**src/rtl/arbitro_mux_4a1.sv**
```systemverilog
// arbitro_mux_4a1: round-robin 4:1 arbiter/sequencer with valid/ready output; define ARB_LIMITE_RAFAGA_EN to cap beats per grant at MAX_RAFAGA
module arbitro_mux_4a1 #(
  parameter int DATA_W     = 32,
  parameter int MAX_RAFAGA = 4
) (
  input  logic              clk,
  input  logic              rst_n,
  input  logic [3:0]        req,
  input  logic [3:0]        last,
  input  logic [DATA_W-1:0] dato_0,
  input  logic [DATA_W-1:0] dato_1,
  input  logic [DATA_W-1:0] dato_2,
  input  logic [DATA_W-1:0] dato_3,
  output logic [3:0]        ack,
  input  logic              sal_ready,
  output logic              sal_valid,
  output logic [DATA_W-1:0] sal_dato,
  output logic [1:0]        control,
  output logic              ocupado
);
  localparam logic [7:0] LIM = 8'(MAX_RAFAGA - 1);
  typedef enum logic {LIBRE, CONCEDIDO} estado_t;
  estado_t est_q, est_d;
  logic [1:0] control_q, control_d, ptr_q, ptr_d, sel;
  logic [7:0] cnt_q, cnt_d;
  logic hs, corte, liberar;
  assign control   = control_q;
  assign ocupado   = est_q == CONCEDIDO;
  assign sal_valid = ocupado & req[control_q];
  assign hs        = sal_valid & sal_ready;
  assign ack       = hs ? 4'b0001 << control_q : 4'b0000;
  assign liberar   = (hs & last[control_q]) | ~req[control_q] | corte;
`ifdef ARB_LIMITE_RAFAGA_EN
  assign corte = hs & ~last[control_q] & (cnt_q == LIM);
`else
  logic unused_lim;
  assign unused_lim = ^LIM;
  assign corte = 1'b0;
`endif
  // output word follows the registered select, also while idle
  always_comb begin
    sal_dato = control_q[1] ? (control_q[0] ? dato_3 : dato_2) : (control_q[0] ? dato_1 : dato_0);
  end
  // round-robin search: lowest offset after the last served requester wins
  always_comb begin
    sel = ptr_q;
    for (int k = 4; k >= 1; k--) sel = req[ptr_q + 2'(k)] ? ptr_q + 2'(k) : sel;
  end
  // next state: grant from LIBRE, count beats and release from CONCEDIDO
  always_comb begin
    est_d     = est_q;
    control_d = control_q;
    ptr_d     = ptr_q;
    cnt_d     = cnt_q;
    if (est_q == LIBRE) begin
      if (|req) begin
        est_d     = CONCEDIDO;
        control_d = sel;
        cnt_d     = 8'd0;
      end
    end else begin
      cnt_d = (hs && cnt_q != 8'hFF) ? cnt_q + 8'd1 : cnt_q;
      if (liberar) begin
        est_d = LIBRE;
        ptr_d = control_q;
      end
    end
  end
  // state registers with asynchronous reset
  always_ff @(posedge clk or negedge rst_n) begin
    if (!rst_n) begin
      est_q     <= LIBRE;
      control_q <= 2'b00;
      ptr_q     <= 2'b11;
      cnt_q     <= 8'd0;
    end else begin
      est_q     <= est_d;
      control_q <= control_d;
      ptr_q     <= ptr_d;
      cnt_q     <= cnt_d;
    end
  end
endmodule

```
**config.mk**
```make
export PLATFORM = sky130hd
export DESIGN_NAME = arbitro_mux_4a1
export DESIGN_NICKNAME = d
export VERILOG_FILES = /design/src/rtl/arbitro_mux_4a1.sv
export SDC_FILE = /design/constraint.sdc
export NUM_CORES = 1
export LEC_CHECK = 0
export CORE_MARGIN = 3
export CORE_UTILIZATION = 25
export DETAILED_ROUTE_END_ITERATION = 16
export PLACE_DENSITY = 0.88
export SYNTH_ARGS = -nofsm -noshare
export SYNTH_HDL_FRONTEND = slang
export SYNTH_SLANG_ARGS = --single-unit
```
**constraint.sdc**
```tcl
create_clock -name clk -period 4.2 [get_ports clk]
set_input_delay 0.84 -clock clk [delete_from_list [all_inputs] [get_ports clk]]
set_output_delay 0.84 -clock clk [all_outputs]
set_load 0.05 [all_outputs]
```
---- Word-level counts from Yosys, hierarchy flattened ----
Index checks and enable logic that the tools add are counted.
storage, ports and cells
  input port bits ......................... 139
  bits in registers ....................... 5
  word-level logic and storage cells ...... 40
cells by class
  $lt $le $gt $ge ......................... 4
  reductions and logical operators ........ 3
  add/sub/neg operators ................... 3
  multiplexer cells ....................... 20
  shift-type cells ........................ 1
  bitwise gates (word level) .............. 6
operators with widths
  operator                                                               number
  32-bit two-way mux                                                     3
  2-bit by 3-bit < comparator with 1-bit output (second input constant)  4
  1-bit binary-select mux with 2-bit select                              5
  1-bit two-way mux                                                      8
  2-bit two-way mux                                                      3
  2-bit adder (second input constant)                                    2
  4-bit two-way mux                                                      1
  2-bit AND reduction                                                    2
  4-bit OR reduction                                                     1
  1-bit by 2-bit << shifter with 4-bit output (first input constant)     1
  1-bit AND                                                              3
  2-bit by 1-bit adder with 2-bit output (second input constant)         1
  1-bit NOT                                                              2
  1-bit OR                                                               1

---- Logic depth before layout (Yosys ltp) ----
  word-level depth ........................ 8
  gate-level depth with buffers ........... 5
  gate-level depth less buffers ........... 4

---- Worst setup path before layout ----
No wires, ideal clock.
  path type ............................... register -> output
  start point ............................. register control_q[0], in the netlist control[0]
  end point ............................... output port ack[1]
  required time ........................... 3.360 ns
  slack ................................... 0.576 ns
  arrival time ............................ 2.784 ns
  stages on the path, launching flop included .. 5
  path buffers ............................ 2
  cell sequence ........................... dfrtp_1 > buf_4 > buf_4 > inv_1 > nor4_1
between the ends
  word-level cells in the longest chain between the ends .. 5
  elaborated cells on any way between the ends .. 6
  classes of those cells .................. shift (1); mux (3); bitwise (2)
ends and longest elaborated chain
  element                                    RTL line  RTL
  start, declared                            24        logic [1:0] control_q, control_d, ptr_q, ptr_d, sel;
  start signal, assigned                     78        control_q <= control_d;
  1-bit binary-select mux with 2-bit select  29        assign sal_valid = ocupado & req[control_q];
  1-bit two-way mux (implied by the code)    29
  1-bit AND                                  29
  1-bit AND                                  30        assign hs = sal_valid & sal_ready;
  4-bit two-way mux (*)                      31        assign ack = hs ? 4'b0001 << control_q : 4'b0000;
  end, declared                              14        output logic [3:0] ack,
Every way passes the cells marked *; elsewhere a longest branch is shown, timed or not. The select of a mux whose other input is x is not followed.

---- Final worst setup path ----
  start point ............................. input port req[1]
  end point ............................... output port ack[1]
between the ends
  word-level cells in the longest chain between the ends .. 5
ends and longest elaborated chain
  element                                    RTL line  RTL
  start, declared                            8         input logic [3:0] req,
  1-bit binary-select mux with 2-bit select  29
  1-bit two-way mux (implied by the code)    29
  1-bit AND                                  29
  1-bit AND                                  30
  4-bit two-way mux                          31
No other way between the ends. The select of a mux whose other input is x is not followed.

==> flow_summary.ini <==
[timing]
rsz0062_at_grt = no
maxSlewViolCount = 0
finalWorstPathRequiredPeriod_ns = 3.71
slew-limit-headroom = 0.471
post-route-period-util = 0.882
report.final.hold_viol_count = 0
skew_ns = 0.0000443
fin_setup_tns_ns = 0
tightestPinTransition_ns = 0.793
fmax_ghz = 0.270
setup_violations = 0

[clocking]
cts_inserted_buffers = 3
cts_tree = yes
clk_transition_reported_paths_ns = 0.03
clock_insertion_delay_at_the_later_pin_of_the_skew_report_ns = 0.22
cts_setup_buffers = 0
cts-root-to-sink-buffers = 2
clock-sinks = 5
htree_levels = 1
cts-resized-gates = 0
root_buffer = sky130_fd_sc_hd__clkbuf_8
holdBufCountCts = 0

[detailed_routing]
firstDrtPassIters = 4
drt_drc_violations_left = 0
drtIter0Drc = 44
antenna_left = 0
post_drt_wl_per_cell_um = 22.0
wl_um = 6810
total_number_of_vias = 1587
viasPerCell = 5.14

[grt]
grt_start_max_net_pins = 28
gr-total-overflow = 0
number_of_antenna_violations_at_the_first_check_in_global_routing = 0
wire_length_of_the_first_global_routing_pass_um = 9530
number_of_global_route_vias_before_repair = 1657
grt_usage = 0.238

[synth]
synth_largest_type_area_fraction = 0.649
syn-instance-count = 82
post_synth_main_area_contributors = sky130_fd_sc_hd__mux4_2, sky130_fd_sc_hd__dfrtp_1, sky130_fd_sc_hd__dfstp_2
synth-async-reset-ratio = 1.00
syn-mean-instance-area_sq_um = 14.0
synth_cell_type_count = 24
synth_edf_count = 0
synth.net_count = 221
synth.ff_latch_count = 5
synthesis_warnings = 0
synth.largest_area_cell = sky130_fd_sc_hd__mux4_2
cell_area_after_technology_mapping_sq_um = 1140
seq_area_frac_synth = 0.111
ys_dominant_reg_cell = sky130_fd_sc_hd__dfrtp_1

[status]
status = finished clean

[worst_setup_path]
critical_path.startpoint_type = input port
critical_path.max_fanout = 5
timing.setup.critical_path_class = input port to output port
cp_data_arrival_time_ns = 2.87
crit_required_ns = 3.36
regToRegSetupSlack_ns = 2.13
worstSetupEndpointType = output port

[die]
effective_utilization_at_floorplan = 0.272
core_area_sq_um = 4200
floorplan.rows = 23
floorplan.die_area_sq_um = 5430
io-pin-count = 179
die_y_um = 73.7
floorplan.die.width_um = 73.7

[layout]
area_of_the_multi_input_gates_sq_um = 941
finish.net_count = 399
most_common_cell_after_layout_fill_and_taps_aside = sky130_fd_sc_hd__clkdlybuf4s50_1
area_growth_pct = 163
num_antenna_cells = 0
post_route_cells_drive_above_1_share = 0.185
seq_area_sq_um = 129
final_cell_mix = sky130_fd_sc_hd__clkdlybuf4s50_1, sky130_fd_sc_hd__mux4_2, sky130_fd_sc_hd__inv_1, sky130_fd_sc_hd__nor4_1, sky130_fd_sc_hd__buf_4
fillers = 305

[power_and_ir_drop]
power_uw = 2100
vdd_drop_max_v = 0.000395
cellLeakagePower_uw = 0.00111
power_per_cell_area_nw_per_um2 = 697

[place]
place_hpwl_um = 5950
gpl.final_weighted_congestion = 0.848
port-buffer-count = 178

[job]
drv.max_cap_violation_count = 0

[hold_path]
worstHoldPathType = flop to flop
sequential cells by signal (all words and copies together) (netlist names):
register and cells:
control 2, ptr_q 2, ocupado 1
Yosys cell counts, types with 2 or more instances:
master	number
sky130_fd_sc_hd__mux4_2	33
sky130_fd_sc_hd__nor2_1	3
sky130_fd_sc_hd__nor4_1	5
sky130_fd_sc_hd__o22ai_1	2
sky130_fd_sc_hd__buf_4	5
sky130_fd_sc_hd__clkbuf_1	3
sky130_fd_sc_hd__mux2i_1	4
sky130_fd_sc_hd__a22oi_1	2
sky130_fd_sc_hd__dfstp_2	2
sky130_fd_sc_hd__nand2_1	3
sky130_fd_sc_hd__dfrtp_1	3
sky130_fd_sc_hd__inv_1	5
metrics by stage:
stage	util	cell area (sq um)	setup slack (ns)	hold slack, ns	instances
2_1_floorplan	-	1140	0.576	0.500	82
3_3_place_gp	0.705	2960	0.586	0.553	305
3_5_place_dp	0.705	2960	0.493	0.561	305
4_1_cts	0.716	3010	0.477	0.567	309
5_1_grt	0.716	3010	0.433	0.598	309
6_report	0.716	3010	0.495	0.575	309
final timing paths:
path                       startpoint        to  cells after the start
hold / removal               ptr_q[0]  ptr_q[0]                      2
min in group asynchronous       rst_n   ocupado                      1
hold reg to reg              ptr_q[0]  ptr_q[0]                      2
setup / recovery               req[1]    ack[1]                      5
setup reg to reg           control[0]  ptr_q[1]                      4
max in group asynchronous       rst_n  ptr_q[1]                      1
metal layers:
metal | up-vias | track usage | routed length (um)
li1 | 719 | - | -
met1 | 763 | 0.275 | 2380
met2 | 89 | 0.423 | 3650
met3 | 16 | 0.0711 | 643
met4 | 0 | 0.0664 | 136
met5 | - | 0 | 0
critical path, stage by stage:
cell,delay (ns)
sky130_fd_sc_hd__clkdlybuf4s50_1,0.55
sky130_fd_sc_hd__mux4_2,0.29
sky130_fd_sc_hd__inv_2,0.06
sky130_fd_sc_hd__nor4_1,0.25
sky130_fd_sc_hd__clkdlybuf4s50_1,0.87
final cells by class:
type	count	share of cell area
Clock buffer	4	0.0150
Tap cell	50	0.0208
Multi-Input combinational cell	62	0.313
Sequential cell	5	0.0428
Inverter	6	0.00748
Timing Repair Buffer	182	0.601
kinds of logic (layout without fill, tap and decap cells):
logic type	count (synthesis)	after routing	synth area share
AO/OA/AOI/OAI	11	11	0.0667
AND/OR/NAND/NOR	13	13	0.0579
flip-flops	5	5	0.111
buffers and inverters	15	192	0.0667
multiplexers	38	38	0.697
report_power, final:
group | total, uW | internal, uW | switching, uW
Sequential | 181 | 81.6 | 99.5
Clock | 88.6 | 65.1 | 23.5
Combinational | 1830 | 791 | 1040
Total | 2100 | 937 | 1160
Power figures use the tool's default switching activity.
==> RTL edit 1: new RTL, same flow settings <==
`DATA_W`: 32 -> 24.
--- a/src/rtl/arbitro_mux_4a1.sv
+++ b/src/rtl/arbitro_mux_4a1.sv
@@ -2,3 +2,3 @@
 module arbitro_mux_4a1 #(
-  parameter int DATA_W     = 32,
+  parameter int DATA_W     = 24,
   parameter int MAX_RAFAGA = 4
Interface: changed (5 resized); port bits go from 179 to 139. No check against the original RTL was run, so the function may have changed too.
==> RTL edit 1 against the original RTL <==
Synthesized cell count fell by 12%. Total power is 19% lower. Critical endpoint is now ack[0]. Synthesized area decreased by 17%. Clock power down 0.6%. Final area shrank 20%. Sequential power decreased by 13%. Register-to-register slack better by 0.12 ns. Critical path depth unchanged. Routed wire length shrank 19%. Non-clock buffer count decreased by 42. Setup slack got worse by 0.0091 ns. Sequential cell count stayed put. Clock skew is essentially flat. Count of clock-buffer cells in the layout unchanged. Critical path type unchanged.
==> RTL edit 1: results <==
{
  "met3_length_um": 681,
  "fin_nets": 317,
  "met2_length_um": 2830,
  "place_congestion": 0.835,
  "crit_path_end": "ack[0]",
  "rrSetupSlack_ns": 2.25,
  "grtUsageMet3": 0.0865,
  "vias": 1327,
  "power.leakage_uw": 0.000887,
  "ir_drop_mv": 0.583,
  "slew-limit-headroom": 0.600,
  "final_cell_area_mm2": 0.00241,
  "numPortBuffers": 138,
  "crit_start": "req[3]",
  "max_clock_freq_ghz": 0.269,
  "grt_pass1_vias": 1376,
  "netlist_top_cells_count": "25 x mux4_2, 5 x nor4_1, 4 x inv_1, 4 x mux2i_1",
  "status": "finished clean",
  "grt_util_met2": 0.414,
  "place_hpwl_um": 4740,
  "routedWlPerCell_um": 21.5,
  "drt-initial-drc-count": 89,
  "place_inst": 251,
  "drt-met1-wl_um": 1720,
  "dp_slack_ns": 0.487,
  "clock_skew_ns": 0.000523,
  "grt_start_max_net_pins": 32,
  "fin_hold_ws_ns": 0.548
}
-- RTL edit 1: cell types whose count changed after synthesis --
cell and delta:
inv_2 +1, a31o_1 +1, a31o_2 -1, clkbuf_1 -2
buf_2 +2, inv_1 -1, buf_4 -2, mux4_2 -8
-- RTL edit 1: where the power goes --
group | internal, µW | switching, µW | total (µW)
sequential | 82.0 | 75.5 | 158
clock | 65.1 | 23.1 | 88.1
combinational | 618 | 837 | 1460
total | 765 | 936 | 1700
-- RTL edit 1: layout make-up --
type	instances	area share
Inverter	6	0.00934
Tap cell	46	0.0239
Clock buffer	4	0.0187
Multi-Input combinational cell	54	0.316
Sequential cell	5	0.0535
Timing Repair Buffer	140	0.579
-- RTL edit 1: critical path, cell delays in order --
cell and delay [ns]:
clkdlybuf4s50_1 0.56, mux4_2 0.30, inv_2 0.07, nor4_1 0.25, clkdlybuf4s50_1 0.86
==> RTL edit 2: new RTL, same settings <==
Made on the original files. Reset style: synchronous (`rst_n`), changed in one clocked block. Comments in the files are not updated.
--- a/src/rtl/arbitro_mux_4a1.sv
+++ b/src/rtl/arbitro_mux_4a1.sv
@@ -69,3 +69,3 @@
   // state registers with asynchronous reset
-  always_ff @(posedge clk or negedge rst_n) begin
+  always_ff @(posedge clk) begin
     if (!rst_n) begin
Behaviour: differs if rst_n is asserted again (counterexample within 4 cycles, from zero or initial values and one cycle with rst_n low); with rst_n held inactive, the same outputs for 10 cycles.
==> RTL edit 2 against the original RTL <==
Via count shrank 1.6%. Register-to-register slack gained 0.27 ns. Synthesized area grew 2.4%. Maximum frequency shrank 2.1%. Routed wire length shrank 6.7%. Setup slack lost 0.078 ns. Sequential cell count is the same. Critical path type unchanged. Final area grew 0.17%.
Power is not compared: it rests on default switching activity, and its combinational part moved more than twofold at a synthesized area within 25%.
==> RTL edit 2: results <==
{
  "status": "finished clean",
  "num_antenna_cells": 0,
  "synth_cell_types": 26,
  "clock_skew_ns": 0.00495,
  "critPathMaxStageDelay_ns": 0.70,
  "worstPathMaxFanout": 6,
  "clk_pin_slew_ns": 0.04,
  "slew-limit-headroom": 0.559,
  "vias": 1562,
  "cts_root_buf": "clkbuf_8",
  "async_flop_share": 0,
  "ff2ff_path_depth": 5,
  "drt-initial-drc-count": 29,
  "netlist_top_cells_count": "33 x mux4_2, 6 x nor2_1, 5 x dfxtp_1, 5 x mux2i_1, 5 x nand2_1",
  "critPathArrivalTime_ns": 2.94,
  "dp_slack_ns": 0.412,
  "ys.flop_type": "dfxtp_1",
  "place_hpwl_um": 5440,
  "power.leakage_uw": 0.00108,
  "routed_wl_um": 6350,
  "fin_nets": 404,
  "hold_path.class": "flip-flop to flip-flop",
  "grt_use_total": 0.210,
  "cts_setup_buffers": 0,
  "grtUsageMet3": 0.0527,
  "fillerInstances": 338,
  "ys_top_cells_by_area": "mux4_2 63%, dfxtp_1 8.5%, mux2i_1 4.3%, nor2b_1 2.1%, buf_6 1.9%",
  "grt_start_max_net_pins": 42,
  "cts-resized-gates": 0,
  "cts_buffers": 3,
  "synth.yosys.seq_area_share": 0.0854,
  "clk-insertion-delay-late_ns": 0.22,
  "grt_use_met1": 0.227,
  "ir_drop_mv": 0.262,
  "grt_util_met2": 0.404,
  "drive_above_1_share": 0.163,
  "crit_slowest_cell": "clkdlybuf4s50_1",
  "numPortBuffers": 178,
  "synth_fp_nets": 230,
  "place_congestion": 0.784,
  "htree_levels": 1,
  "grt_pass1_wl_um": 8540,
  "dr.pass1.iters": 2,
  "synth_edf_count": 0
}
RTL edit 2: routing by layer:
metal  vias to the layer above  part of all wire  wire length, µm
met5                         -                 0                0
met4                         0             0.014               86
met2                        79              0.56             3540
met1                       743              0.34             2130
met3                         6             0.093              590
li1                        734                 -                -
RTL edit 2: critical path: cells and delay by family:
family | cells | cell delay, ns
buffers and inverters | 2 | 1.18
AND/OR/NAND/NOR | 2 | 0.39
multiplexers | 1 | 0.53
RTL edit 2: final cells by class:
type                    count  share of cell area
repair buffers            180               0.596
inverters                   3             0.00374
multi-input cells          72               0.329
flip-flops and latches      5              0.0340
well taps                  52              0.0216
clock buffers               3              0.0137
clock inverters             1             0.00166
RTL edit 2: through the flow:
stage / total power [µW] / hold WS (ns) / std cells / area [µm²]
final: 801 / 0.586 / 316 / 3010
after global routing: 834 / 0.624 / 316 / 3010
after CTS: 807 / 0.586 / 316 / 3010
after detailed placement: 714 / 0.576 / 312 / 2970
after global placement: 706 / 0.563 / 312 / 2970
after floorplan: 454 / 0.533 / 91 / 1170
RTL edit 2: final timing paths:
kind / slack [ns] / endpoint / startpoint
worst min register to register: 0.59 / ptr_q[0] / ptr_q[0]
worst min-delay path: 0.59 / ptr_q[0] / ptr_q[0]
worst max register to register: 2.40 / ptr_q[0] / control[1]
worst max-delay path: 0.42 / ack[3] / req[3]
RTL edit 2: kinds of logic (layout without fill, tap and decap cells):
kind of cell    Yosys count  count (layout)  share of synthesized area
flops                     5               5                     0.0854
buf+inv                  14             187                     0.0683
simple gates             22              22                      0.101
compound gates           12              12                     0.0683
mux                      38              38                      0.677
RTL edit 2: where the power goes:
| group | switching [µW] | internal, µW | total (µW) |
|---|---|---|---|
| combinational | 332 | 311 | 642 |
| clock | 26.6 | 64.0 | 90.5 |
| sequential | 13.5 | 54.6 | 68.1 |
| total | 372 | 429 | 801 |
